File: src/rtl/mealy_seq_tx_pkg.sv
// Shared types and constants for the mealy_seq_tx serial pattern transmitter.
package mealy_seq_tx_pkg;

  typedef enum logic [1:0] {IDLE, SEND, GAP} state_t;

  localparam int         DEF_PAT_W   = 4;
  localparam logic [3:0] DEF_PATTERN = 4'b1101;

  // Fibonacci x^8+x^6+x^5+x^4+1, shifting right with the output at bit 0
  localparam logic [7:0] LFSR_SEED = 8'hA5;
  localparam logic [7:0] LFSR_TAPS = 8'b0001_1101;

  function automatic logic lfsr_fb(input logic [7:0] s);
    return ^(s & LFSR_TAPS);
  endfunction

endpackage

File: src/rtl/mealy_seq_tx_if.sv
// Control/serial bundle between a burst requester and mealy_seq_tx.
interface mealy_seq_tx_if #(parameter int CNT_W = 8);
  logic             start;
  logic [CNT_W-1:0] reps;
  logic [3:0]       gap;
  logic             out;
  logic             valid;
  logic             mark;
  logic             busy;
  logic             done;

  modport master (output start, reps, gap, input out, valid, mark, busy, done);
  modport slave  (input start, reps, gap, output out, valid, mark, busy, done);
endinterface

File: src/rtl/mealy_seq_tx_lfsr.sv
// 8-bit Fibonacci LFSR producing pseudo-random gap fill bits.
module mealy_seq_tx_lfsr
  import mealy_seq_tx_pkg::*;
(
  input  logic clk,
  input  logic reset,
  input  logic en,
  output logic bit_out
);
  logic [7:0] s;

  always_ff @(posedge clk) begin
    if (reset)   s <= LFSR_SEED;
    else if (en) s <= {lfsr_fb(s), s[7:1]};
  end

  assign bit_out = s[0];
endmodule

File: src/rtl/mealy_seq_tx.sv
// Serial pattern transmitter: repeats PATTERN reps times with optional gap bits.
// Define SEQ_TX_LFSR_FILL_EN to fill gaps from an LFSR instead of zeros.
module mealy_seq_tx
  import mealy_seq_tx_pkg::*;
#(
  parameter int               PAT_W   = DEF_PAT_W,
  parameter logic [PAT_W-1:0] PATTERN = PAT_W'(DEF_PATTERN),
  parameter int               CNT_W   = 8
)(
  input  logic           clk,
  input  logic           reset,
  mealy_seq_tx_if.slave  bus
);
  localparam int             IDX_W = $clog2(PAT_W);
  localparam logic [IDX_W-1:0] LAST = IDX_W'(PAT_W - 1);

  // state/idx/gcnt describe the bit currently on the registered outputs
  state_t           st, st_n;
  logic [IDX_W-1:0] idx, idx_n;
  logic [CNT_W-1:0] rem, rem_n;
  logic [3:0]       gap_l, gap_ln;
  logic [3:0]       gcnt, gcnt_n;
  logic             out_q, valid_q, mark_q, busy_q, done_q;
  logic             out_n, valid_n, mark_n, busy_n, done_n;
  logic             fill_bit;

`ifdef SEQ_TX_LFSR_FILL_EN
  // advances on each edge that loads a gap bit, so the first gap bit is seed[0]
  mealy_seq_tx_lfsr u_lfsr (
    .clk     (clk),
    .reset   (reset),
    .en      (st_n == GAP),
    .bit_out (fill_bit)
  );
`else
  assign fill_bit = 1'b0;
`endif

  always_comb begin
    st_n   = st;
    idx_n  = idx;
    rem_n  = rem;
    gap_ln = gap_l;
    gcnt_n = gcnt;
    done_n = 1'b0;
    case (st)
      IDLE: begin
        if (bus.start) begin
          if (bus.reps != '0) begin
            st_n   = SEND;
            idx_n  = LAST;
            rem_n  = bus.reps;
            gap_ln = bus.gap;
          end else begin
            done_n = 1'b1;
          end
        end
      end
      SEND: begin
        if (idx == '0) begin
          rem_n = (rem != '0) ? rem - 1'b1 : rem;
          if (rem <= CNT_W'(1)) begin
            st_n   = IDLE;
            done_n = 1'b1;
          end else if (gap_l == 4'd0) begin
            idx_n = LAST;
          end else begin
            st_n   = GAP;
            gcnt_n = gap_l;
          end
        end else begin
          idx_n = idx - 1'b1;
        end
      end
      GAP: begin
        gcnt_n = gcnt - 4'd1;
        if (gcnt <= 4'd1) begin
          st_n  = SEND;
          idx_n = LAST;
        end
      end
      default: st_n = IDLE;
    endcase

    valid_n = (st_n != IDLE);
    busy_n  = valid_n;
    mark_n  = (st_n == SEND) && (idx_n == '0);
    out_n   = 1'b0;
    if (st_n == SEND)     out_n = PATTERN[idx_n];
    else if (st_n == GAP) out_n = fill_bit;
  end

  always_ff @(posedge clk) begin
    if (reset) begin
      st      <= IDLE;
      idx     <= '0;
      rem     <= '0;
      gap_l   <= '0;
      gcnt    <= '0;
      out_q   <= 1'b0;
      valid_q <= 1'b0;
      mark_q  <= 1'b0;
      busy_q  <= 1'b0;
      done_q  <= 1'b0;
    end else begin
      st      <= st_n;
      idx     <= idx_n;
      rem     <= rem_n;
      gap_l   <= gap_ln;
      gcnt    <= gcnt_n;
      out_q   <= out_n;
      valid_q <= valid_n;
      mark_q  <= mark_n;
      busy_q  <= busy_n;
      done_q  <= done_n;
    end
  end

  assign bus.out   = out_q;
  assign bus.valid = valid_q;
  assign bus.mark  = mark_q;
  assign bus.busy  = busy_q;
  assign bus.done  = done_q;
endmodule

File: src/flat_wrapper.sv
// flat-port wrapper written by rule: the top's interface ports become plain ports
module mealy_seq_tx_flat import mealy_seq_tx_pkg::*;
#(
  parameter int               PAT_W   = DEF_PAT_W,
  parameter logic [PAT_W-1:0] PATTERN = PAT_W'(DEF_PATTERN),
  parameter int               CNT_W   = 8
)
  (clk, reset, bus_start, bus_reps, bus_gap, bus_out, bus_valid, bus_mark, bus_busy, bus_done);
  mealy_seq_tx_if #(.CNT_W(CNT_W)) bus_i ();
  input  logic clk;
  input  logic reset;
  input wire logic [$bits(bus_i.start)-1:0] bus_start;
  input wire logic [$bits(bus_i.reps)-1:0] bus_reps;
  input wire logic [$bits(bus_i.gap)-1:0] bus_gap;
  output wire logic [$bits(bus_i.out)-1:0] bus_out;
  output wire logic [$bits(bus_i.valid)-1:0] bus_valid;
  output wire logic [$bits(bus_i.mark)-1:0] bus_mark;
  output wire logic [$bits(bus_i.busy)-1:0] bus_busy;
  output wire logic [$bits(bus_i.done)-1:0] bus_done;
  assign bus_i.start = bus_start;
  assign bus_i.reps = bus_reps;
  assign bus_i.gap = bus_gap;
  assign bus_out = bus_i.out;
  assign bus_valid = bus_i.valid;
  assign bus_mark = bus_i.mark;
  assign bus_busy = bus_i.busy;
  assign bus_done = bus_i.done;
  mealy_seq_tx #(.PAT_W(PAT_W), .PATTERN(PATTERN), .CNT_W(CNT_W)) u_core (.clk(clk), .reset(reset), .bus(bus_i));
endmodule
File: config.mk
export PLATFORM = sky130hd
export DESIGN_NAME = mealy_seq_tx_flat
export DESIGN_NICKNAME = d
export VERILOG_FILES = /design/src/rtl/mealy_seq_tx_pkg.sv /design/src/rtl/mealy_seq_tx_if.sv /design/src/rtl/mealy_seq_tx_lfsr.sv /design/src/rtl/mealy_seq_tx.sv /design/src/flat_wrapper.sv
export SDC_FILE = /design/constraint.sdc
export NUM_CORES = 1
export LEC_CHECK = 0
export CAP_MARGIN = 5
export CORE_ASPECT_RATIO = 0.75
export CORE_MARGIN = 2
export CORE_UTILIZATION = 25
export DETAILED_ROUTE_END_ITERATION = 7
export GPL_TIMING_DRIVEN = 0
export HOLD_SLACK_MARGIN = 0.1
export PLACE_DENSITY_LB_ADDON = 0.12
export SLEW_MARGIN = 20
export SYNTH_ARGS = -nofsm -noshare
export SYNTH_HDL_FRONTEND = slang
export SYNTH_SLANG_ARGS = --single-unit
File: constraint.sdc
create_clock -name clk -period 2.3 [get_ports clk]
set_input_delay 0.46 -clock clk [delete_from_list [all_inputs] [get_ports clk]]
set_output_delay 0.46 -clock clk [all_outputs]
set_load 0.05 [all_outputs]
======== Word-level counts from Yosys, hierarchy flattened ========
Cells that the tools add are included.
word-level totals
  bits in registers ....................... 24
  input bits .............................. 15
cells by class
  muxes and demuxes ....................... 30
  bitwise gates (word level) .............. 1
  magnitude comparators ................... 3
  $add $sub $neg .......................... 3
  reductions and logical operators ........ 14
  eq/ne operators ......................... 9
operators with widths
  cell                                                         count
  two-way mux 8 bit                                            4
  two-way mux 2 bit                                            12
  one-hot mux 8 bit (2 select lines)                           1
  nonzero test 8 bit                                           2
  two-way mux 4 bit                                            3
  one-hot mux 2 bit (3 select lines)                           2
  <= comparator 8 x 1 -> 1 bit (second input constant)         1
  one-hot mux 4 bit (2 select lines)                           1
  subtractor 8 x 1 -> 8 bit (second input constant)            1
  zero test 2 bit                                              3
  inequality test 2 x 1 -> 1 bit (second input constant)       3
  inequality test 2 bit (second input constant)                3
  nonzero test 2 bit                                           3
  two-way mux 1 bit                                            5
  AND reduction 5 bit                                          1
  equality test 2 x 1 -> 1 bit (second input constant)         2
  <= comparator 4 x 1 -> 1 bit (second input constant)         1
  zero test 4 bit                                              1
  AND reduction 4 bit                                          1
  subtractor 4 x 1 -> 4 bit (second input constant)            1
  less-than comparator 2 x 3 -> 1 bit (second input constant)  1
  AND reduction 3 bit                                          1
  binary-select mux 1 bit (select 2 bit)                       1
  equality test 2 bit (second input constant)                  1
  5 further kinds                                              5

======== Logic depth before layout (Yosys ltp) ========
Gate-level depths: netlist (run 1).
  depth after elaboration ................. 8
  gate-level depth with buffers ........... 7
  mapped depth without buffers ............ 6

======== Least setup slack after synthesis (run 1) ========
OpenSTA, ideal clock, no wires.
  path kind ............................... input to register
  from .................................... in bus_reps[5]
  to ...................................... reg u_core.out_q, in the netlist u_core.bus.out
  data arrival time ....................... 1820 ps
  slack ................................... 347 ps
  setup time .............................. 133 ps
  required time ........................... 2167 ps
  stages .................................. 5
  path through ............................ or4_1 o21ai_1 clkbuf_1 o41a_1 a31oi_1
on the way
  longest elaborated chain between the ends .. 7
  elaborated cells between the ends (all ways) .. 12
  classes of those cells .................. eq/ne: 1; mux: 8; bitwise: 1; reduce/logical: 2
ends and longest elaborated chain
  element                              line                 text
  from (decl)                          flat_wrapper.sv:13   input wire logic [$bits(bus_i.reps)-1:0] bus_reps;
  nonzero test 8 bit (*)               mealy_seq_tx.sv:49   if (bus.reps != '0) begin
  two-way mux 2 bit                    mealy_seq_tx.sv:49
  two-way mux 2 bit                    mealy_seq_tx.sv:48   if (bus.start) begin
  one-hot mux 2 bit (3 select lines)   mealy_seq_tx.sv:46   case (st)
  equality test 2 x 1 -> 1 bit         mealy_seq_tx.sv:89   if (st_n == SEND) out_n = PATTERN[idx_n];
  inverter 1 bit (no source line)      -
  OR reduction 2 bit (no source line)  -
  to (signal assigned)                 mealy_seq_tx.sv:111  out_q <= out_n;
  to (decl)                            mealy_seq_tx.sv:23   logic out_q, valid_q, mark_q, busy_q, done_q;
Every way passes the cells marked *; elsewhere a longest branch is shown, timed or not. The select of a mux whose other input is x is not followed.
A chain may end at the register's enable or synchronous reset.

======== Final worst setup path (run 1) ========
  from .................................... in bus_reps[5]
  to ...................................... reg u_core.rem[6]
on the way
  longest elaborated chain between the ends .. 3
ends and longest elaborated chain
  element                                          line                 text
  nonzero test 8 bit                               mealy_seq_tx.sv:49
  inequality test 2 x 1 -> 1 bit (no source line)  -
  AND reduction 5 bit (no source line)             -
  to (signal assigned)                             mealy_seq_tx.sv:108  rem <= rem_n;
  to (decl)                                        mealy_seq_tx.sv:20   logic [CNT_W-1:0] rem, rem_n;
No other way between the ends.

==> metrics.yaml, run 1 <==
status:
  outcome: "completed"
timing:
  setup_viol: 0
  final_hold_viol_count: 0
  fin_tns_setup_ns: 0
  max_slew_margin_pct: 44.6
  timing.fmax_mhz: 466
  period_share_pct: 93.2
  rsz0062_at_grt: "false"
  worstMarginPinSlew_ns: 0.824
  drv_slew: 0
  finalCriticalPeriod_ns: 2.14
  skew_ns: 0.00192
die:
  core_um2: 5270
  die_x_um: 88.7
  die_h_um: 67.5
  start_util_pct: 25.5
  pin_count: 20
  rows: 23
  die_area_um2: 5990
clock_tree:
  clk_latency_ns: 0.27
  cts_max_level: 1
  clk_pin_slew_ns: 0.09
  clockBufferDepth: 2
  cts_sinks: 24
  cts_tree: "built"
  ctsResizeCount: 1
  cts_root_buffer: "clkbuf_8"
  post_cts_buffers: 0
  numCtsBuffers: 3
  cts_hold_buf: 0
worst_setup_path:
  cp_data_arrival_time_ns: 2.32
  crit_path_max_fanout: 10
  critical_path_class: "in2reg"
  reg2reg_slack_ns: 0.16
  cp-end-kind: "register"
  r2r_cells: 7
  required_ns: 2.48
  startpoint_type: "input port"
final_layout:
  num_antenna_cells: 0
  drive_gt1_share_pct: 8.11
  final_nets: 206
  stdcell_count: 260
  syn_to_final_growth_pct: 26.2
  nFillCells: 571
global_route:
  grt_pass1_vias: 1264
  antenna_found_initial: 0
  overflow: 0
  grtUsageTotal_pct: 13.8
  grt_pass1_wl_um: 6270
  grt_max_degree: 14
job:
  max_cap_violations: 0
worst_hold_path:
  holdPathStages: 2
  hold_class: "reg2reg"
power:
  power.total_mw: 1.26
  irDropWorstVdd_mv: 0.243
  power.leakage_nw: 0.606
  p_per_area_nw_per_um2: 741
placed_design:
  dp_hpwl_um: 2810
  place_inst: 256
  port_buffers: 19
  routabilityCongestion: 0.802
route:
  drtAntennaViolNets: 0
  dr.first_iter.drc_count: 63
  viasPerCell: 4.94
  vias: 1284
  wl_um: 3720
  route.detailed.drc: 0
  routedWlPerCell_um: 14.3
  dr.pass1.iters: 4
logic_synthesis:
  synth_ff_type: "dfxtp_1"
  synth_cell_types: 39
  synth_seq_cells: 24
  synthesis.instances: 162
  synth_top_area_share_pct: 35.7
  synthArstFlopShare_pct: 0
  yosysSeqAreaShare_pct: 35.7
  synth_area_leaders: "dfxtp_1 (36%), a21oi_1 (6.3%), a221o_1 (5.2%)"
  netlist_area_um2: 1350
  synth_fp_nets: 182
  yosys_warnings: 0
  yosysTopAreaCell: "dfxtp_1"
  syn_avg_cell_area_um2: 8.30
  synth_edf_count: 0
-- critical path, cell delays in order --
cell and delay, ns:
clkdlybuf4s50_1 0.42, or4_1 0.58, o21ai_2 0.21, buf_2 0.31, a21oi_1 0.11, o31ai_1 0.23
-- cells in the final DEF (no fill, tap or decap), types with 2 or more instances in the layout --
master	n
nand2_1	11
dfxtp_1	24
clkdlybuf4s50_1	19
a21oi_1	17
a221o_1	7
nor2_1	13
buf_2	2
mux2i_1	5
or4_1	4
o21ai_0	6
ha_1	5
nand4_1	3
a31oi_1	8
clkbuf_1	7
nor3_1	3
inv_1	6
a211oi_1	2
clkbuf_8	4
nand2b_1	6
nand3_1	5
o31ai_1	5
-- final timing paths --
kind | from | end
setup / recovery | bus_reps[5] | u_core.rem[6]
hold / removal | u_core.rem[1] | u_core.rem[1]
setup reg to reg | u_core.rem[0] | u_core.gcnt[0]
hold reg to reg | u_core.rem[1] | u_core.rem[1]
-- Yosys cell counts, types with 2 or more instances --
master	n
a21oi_1	17
nand3_1	5
a211oi_1	2
mux2i_1	5
o31ai_1	5
nor3_1	3
nand2b_1	6
nor2_1	13
inv_1	6
clkbuf_1	8
o21ai_0	7
a31oi_1	8
nand4_1	3
nand2_1	11
a221o_1	7
ha_1	5
buf_2	2
dfxtp_1	24
or4_1	4
nor4_1	2
-- kinds of logic (layout without fill, tap and decap cells) --
kind of cell,count (synthesis),count (layout),share of synthesized area [%]
AOI/OAI and AO/OA,55,55,27.8
and+or+nand+nor,55,55,22.0
DFF,24,24,35.7
buffers and inverters,18,41,6.05
adders and majority gates,5,5,4.65
muxes,5,5,3.72
-- registers in the layout, indices dropped and copies added (netlist names) --
signal	cells
u_core.gap_l	4
u_core.bus.done	1
u_core.gcnt	4
u_core.bus.mark	1
u_core.bus.valid	1
u_core.st	2
u_core.rem	8
u_core.bus.out	1
u_core.idx	2
-- routing by layer --
layer / global-route usage (%) / routed length, um / vias to the layer above
li1: - / - / 660
met1: 19.7 / 1970 / 602
met2: 20.0 / 1560 / 20
met3: 3.06 / 160 / 2
met4: 5.49 / 34 / 0
met5: 0 / 0 / -
-- stage by stage --
step                      util, %  setup WS [ns]  cell area [um2]  hold WS [ns]
after floorplan                 -          0.347             1350         0.456
after CTS                    32.1         0.0715             1690         0.496
after detailed placement     31.1         -0.368             1640         0.483
after global placement       30.9         -0.366             1630         0.471
final                        32.2          0.156             1700         0.491
after global routing         32.2         0.0195             1700         0.509
-- area by class of cell --
class / instances / area [um2] / share of cell area (%)
well taps: 75 / 93.8 / 5.53
inverters: 6 / 22.5 / 1.33
plain buffers: 12 / 62.6 / 3.68
clock buffers: 4 / 55.1 / 3.24
flip-flops and latches: 24 / 480 / 28.3
multi-input cells: 120 / 793 / 46.7
repair buffers: 19 / 190 / 11.2
-- power by group --
group / switching, mW / internal, mW
combinational: 0.268 / 0.180
clock: 0.139 / 0.153
sequential: 0.0505 / 0.467
(Power assumes the default switching activity.)
==> inputs of run 2 (changes only) <==
--- a/config.mk
+++ b/config.mk
@@ -8,7 +8,8 @@
 export CAP_MARGIN = 5
 export CORE_ASPECT_RATIO = 0.75
 export CORE_MARGIN = 2
-export CORE_UTILIZATION = 25
+export CORE_UTILIZATION = 53
+export CTS_CLUSTER_DIAMETER = 60
 export DETAILED_ROUTE_END_ITERATION = 7
 export GPL_TIMING_DRIVEN = 0
 export HOLD_SLACK_MARGIN = 0.1
==> metrics.yaml, run 2 (synthesis gave the netlist of run 1 again) <==
final_layout:
  final_nets: 206  # unchanged
  syn_to_final_growth_pct: 20.6  # was 26.2%
  top_register: "u_core.rem"  # unchanged
  reg.largest.list: "u_core.rem x8, u_core.gap_l x4, u_core.gcnt x4"  # unchanged
  layout_common_cells: "dfxtp_1 (24), clkdlybuf4s50_1 (19), a21oi_1 (17), nor2_1 (13), nand2_1 (11)"  # unchanged
  layout.cells.most_common: "dfxtp_1"  # unchanged
  drive_gt1_share_pct: 7.57  # was 8.11%
  post-route-util_pct: 69.1  # was 32.2%
  nFillCells: 205  # was 571
  multiInputGateArea_um2: 790  # was 793 um2
  largest_register_ffs: 8  # unchanged
  num_antenna_cells: 0  # unchanged
  final-seq-area_um2: 480  # unchanged
worst_setup_path:
  cp-end-kind: "register"  # unchanged
  startpoint_type: "input port"  # unchanged
  crit_family: "buffers and inverters"  # unchanged
  crit_path_max_fanout: 10  # unchanged
  r2r_cells: 7  # unchanged
  crit_slowest_cell: "or4_1"  # unchanged
  startpoint: "bus_reps[5]"  # unchanged
  worst_path_largest_cell_delay_ns: 0.56  # was 0.58 ns
  reg2reg_slack_ns: 0.20  # was 0.16 ns
  endpoint: "u_core.idx[1]"  # was u_core.rem[6]
  critPathBufInv: 2  # unchanged
  cp_data_arrival_time_ns: 2.34  # was 2.32 ns
  rr_startpoint: "u_core.rem[0]"  # unchanged
  critical_path_class: "in2reg"  # unchanged
  r2r_end: "u_core.rem[0]"  # was u_core.gcnt[0]
  cp_cell_sequence: "clkdlybuf4s50_1, or4_1, o21ai_1, clkbuf_2, o41a_1, a31oi_1"  # was clkdlybuf4s50_1, or4_1, o21ai_2, buf_2, a21oi_1, o31ai_1
  required_ns: 2.50  # was 2.48 ns
  crit_cells: 6  # unchanged
route:
  routedWlPerCell_um: 15.3  # was 14.3 um
  vias: 1374  # was 1,284
  dr_wl_met2_um: 1540  # was 1560 um
  route.detailed.drc: 0  # unchanged
  dr.pass1.iters: 7  # was 4
  dr.first_iter.drc_count: 102  # was 63
  viasPerCell: 6.27  # was 4.94
  wl_met3_um: 277  # was 160 um
  met1_length_um: 1520  # was 1970 um
  drtAntennaViolNets: 0  # unchanged
  maxUsedRoutingLayer: "met4"  # unchanged
  wl_um: 3360  # was 3720 um
global_route:
  grt_max_degree: 14  # unchanged
  grt_pass1_wl_um: 5540  # was 6270 um
  antenna_found_initial: 0  # unchanged
  grt_pass1_vias: 1208  # was 1,264
  overflow: 0  # unchanged
  grtUsageTotal_pct: 24.1  # was 13.8%
clock_tree:
  clockBufferDepth: 2  # unchanged
  cts_sinks: 24  # unchanged
  ctsResizeCount: 1  # unchanged
  cts_hold_buf: 0  # unchanged
  cts_root_buffer: "clkbuf_4"  # was clkbuf_8
  clk_pin_slew_ns: 0.12  # was 0.09 ns
  cts_tree: "built"  # unchanged
  cts_max_level: 1  # unchanged
  clk_latency_ns: 0.32  # was 0.27 ns
  post_cts_buffers: 0  # unchanged
  numCtsBuffers: 3  # unchanged
timing:
  whs_ns: 0.491  # about the same
  setup_viol: 0  # unchanged
  timing.fmax_mhz: 467  # was 466 MHz
  drv_slew: 0  # unchanged
  final_hold_viol_count: 0  # unchanged
  skew_ns: 0.00374  # was 0.00192 ns
  max_slew_margin_pct: 48.2  # was 44.6%
  finalCriticalPeriod_ns: 2.14  # about the same
  rsz0062_at_grt: "false"  # unchanged
  worstMarginPinSlew_ns: 0.771  # was 0.824 ns
  period_share_pct: 93.0  # was 93.2%
power:
  p_int_uw: 743  # was 800 uW
  power_frac_seq_pct: 44.1  # was 41.1%
  irDropWorstVdd_mv: 0.386  # was 0.243 mV
  power.share.clock_pct: 18.4  # was 23.2%
  power.total_mw: 1.18  # was 1.26 mW
  power.leakage_nw: 0.596  # was 0.606 nW
  sw_frac_of_total_pct: 36.9  # was 36.4%
  p_per_area_nw_per_um2: 726  # was 741 nW/um2
  power.net_switching_uw: 435  # was 458 uW
  power_frac_comb_pct: 37.5  # was 35.6%
die:
  die_x_um: 62.2  # was 88.7 um
  die_area_um2: 2960  # was 5990 um2
  pin_count: 20  # unchanged
  rows: 15  # was 23
  die_h_um: 47.6  # was 67.5 um
  core_um2: 2350  # was 5270 um2
  start_util_pct: 57.3  # was 25.5%
placed_design:
  dp_hpwl_um: 2460  # was 2810 um
  port_buffers: 19  # unchanged
  routabilityCongestion: 0.939  # was 0.802
worst_hold_path:
  hold_class: "reg2reg"  # unchanged
  holdPathStages: 2  # unchanged
status:
  outcome: "completed"  # unchanged
job:
  max_cap_violations: 0  # unchanged
run 2: power groups by stage:
| stage | combinational [mW] | clock [mW] | sequential [mW] |
|---|---|---|---|
| after floorplan | 0.284 | 0 | 0.537 |
| after global placement | 0.416 | 0 | 0.521 |
| after detailed placement | 0.424 | 0 | 0.525 |
| after CTS | 0.430 | 0.223 | 0.518 |
| after global routing | 0.476 | 0.242 | 0.530 |
| final | 0.442 | 0.217 | 0.519 |
run 2: cell type report:
class / count / share of cell area, %
Sequential cell: 24 / 29.6
Timing Repair Buffer: 19 / 11.7
Inverter: 6 / 1.39
Multi-Input combinational cell: 120 / 48.7
Buffer: 12 / 3.70
Clock buffer: 4 / 2.24
Tap cell: 34 / 2.62
run 2: tightest hold or removal path: cells and delay by family, from the launching register on:
family	cells	cell delay [ns]
DFF	1	0.34
and+or+nand+nor	1	0.07
AOI/OAI and AO/OA	1	0.05
run 2: worst min-delay path by stage:
stage,start,endpoint,slack [ns]
floorplan,u_core.rem[1],u_core.rem[1],0.46
global placement,u_core.rem[1],u_core.rem[1],0.47
detailed placement,u_core.rem[1],u_core.rem[1],0.48
CTS,u_core.rem[1],u_core.rem[1],0.50
global route,u_core.rem[1],u_core.rem[1],0.52
finish,u_core.rem[1],u_core.rem[1],0.49
run 2: stage by stage:
step                      cell area (um2)  worst slack (ns)  TNS [ns]  cells
after CTS                            1620            0.0450         0    219
after global routing                 1620            0.0673         0    219
after floorplan                      1350             0.347         0    162
final                                1620             0.161         0    219
after detailed placement             1580            -0.291     -2.79    215
after global placement               1580            -0.286     -2.54    215
run 2: metal layers:
metal	vias to the layer above	GRT usage (%)
met5	-	0
met4	0	8.00
met3	9	5.65
met2	70	40.2
met1	635	32.0
li1	660	-
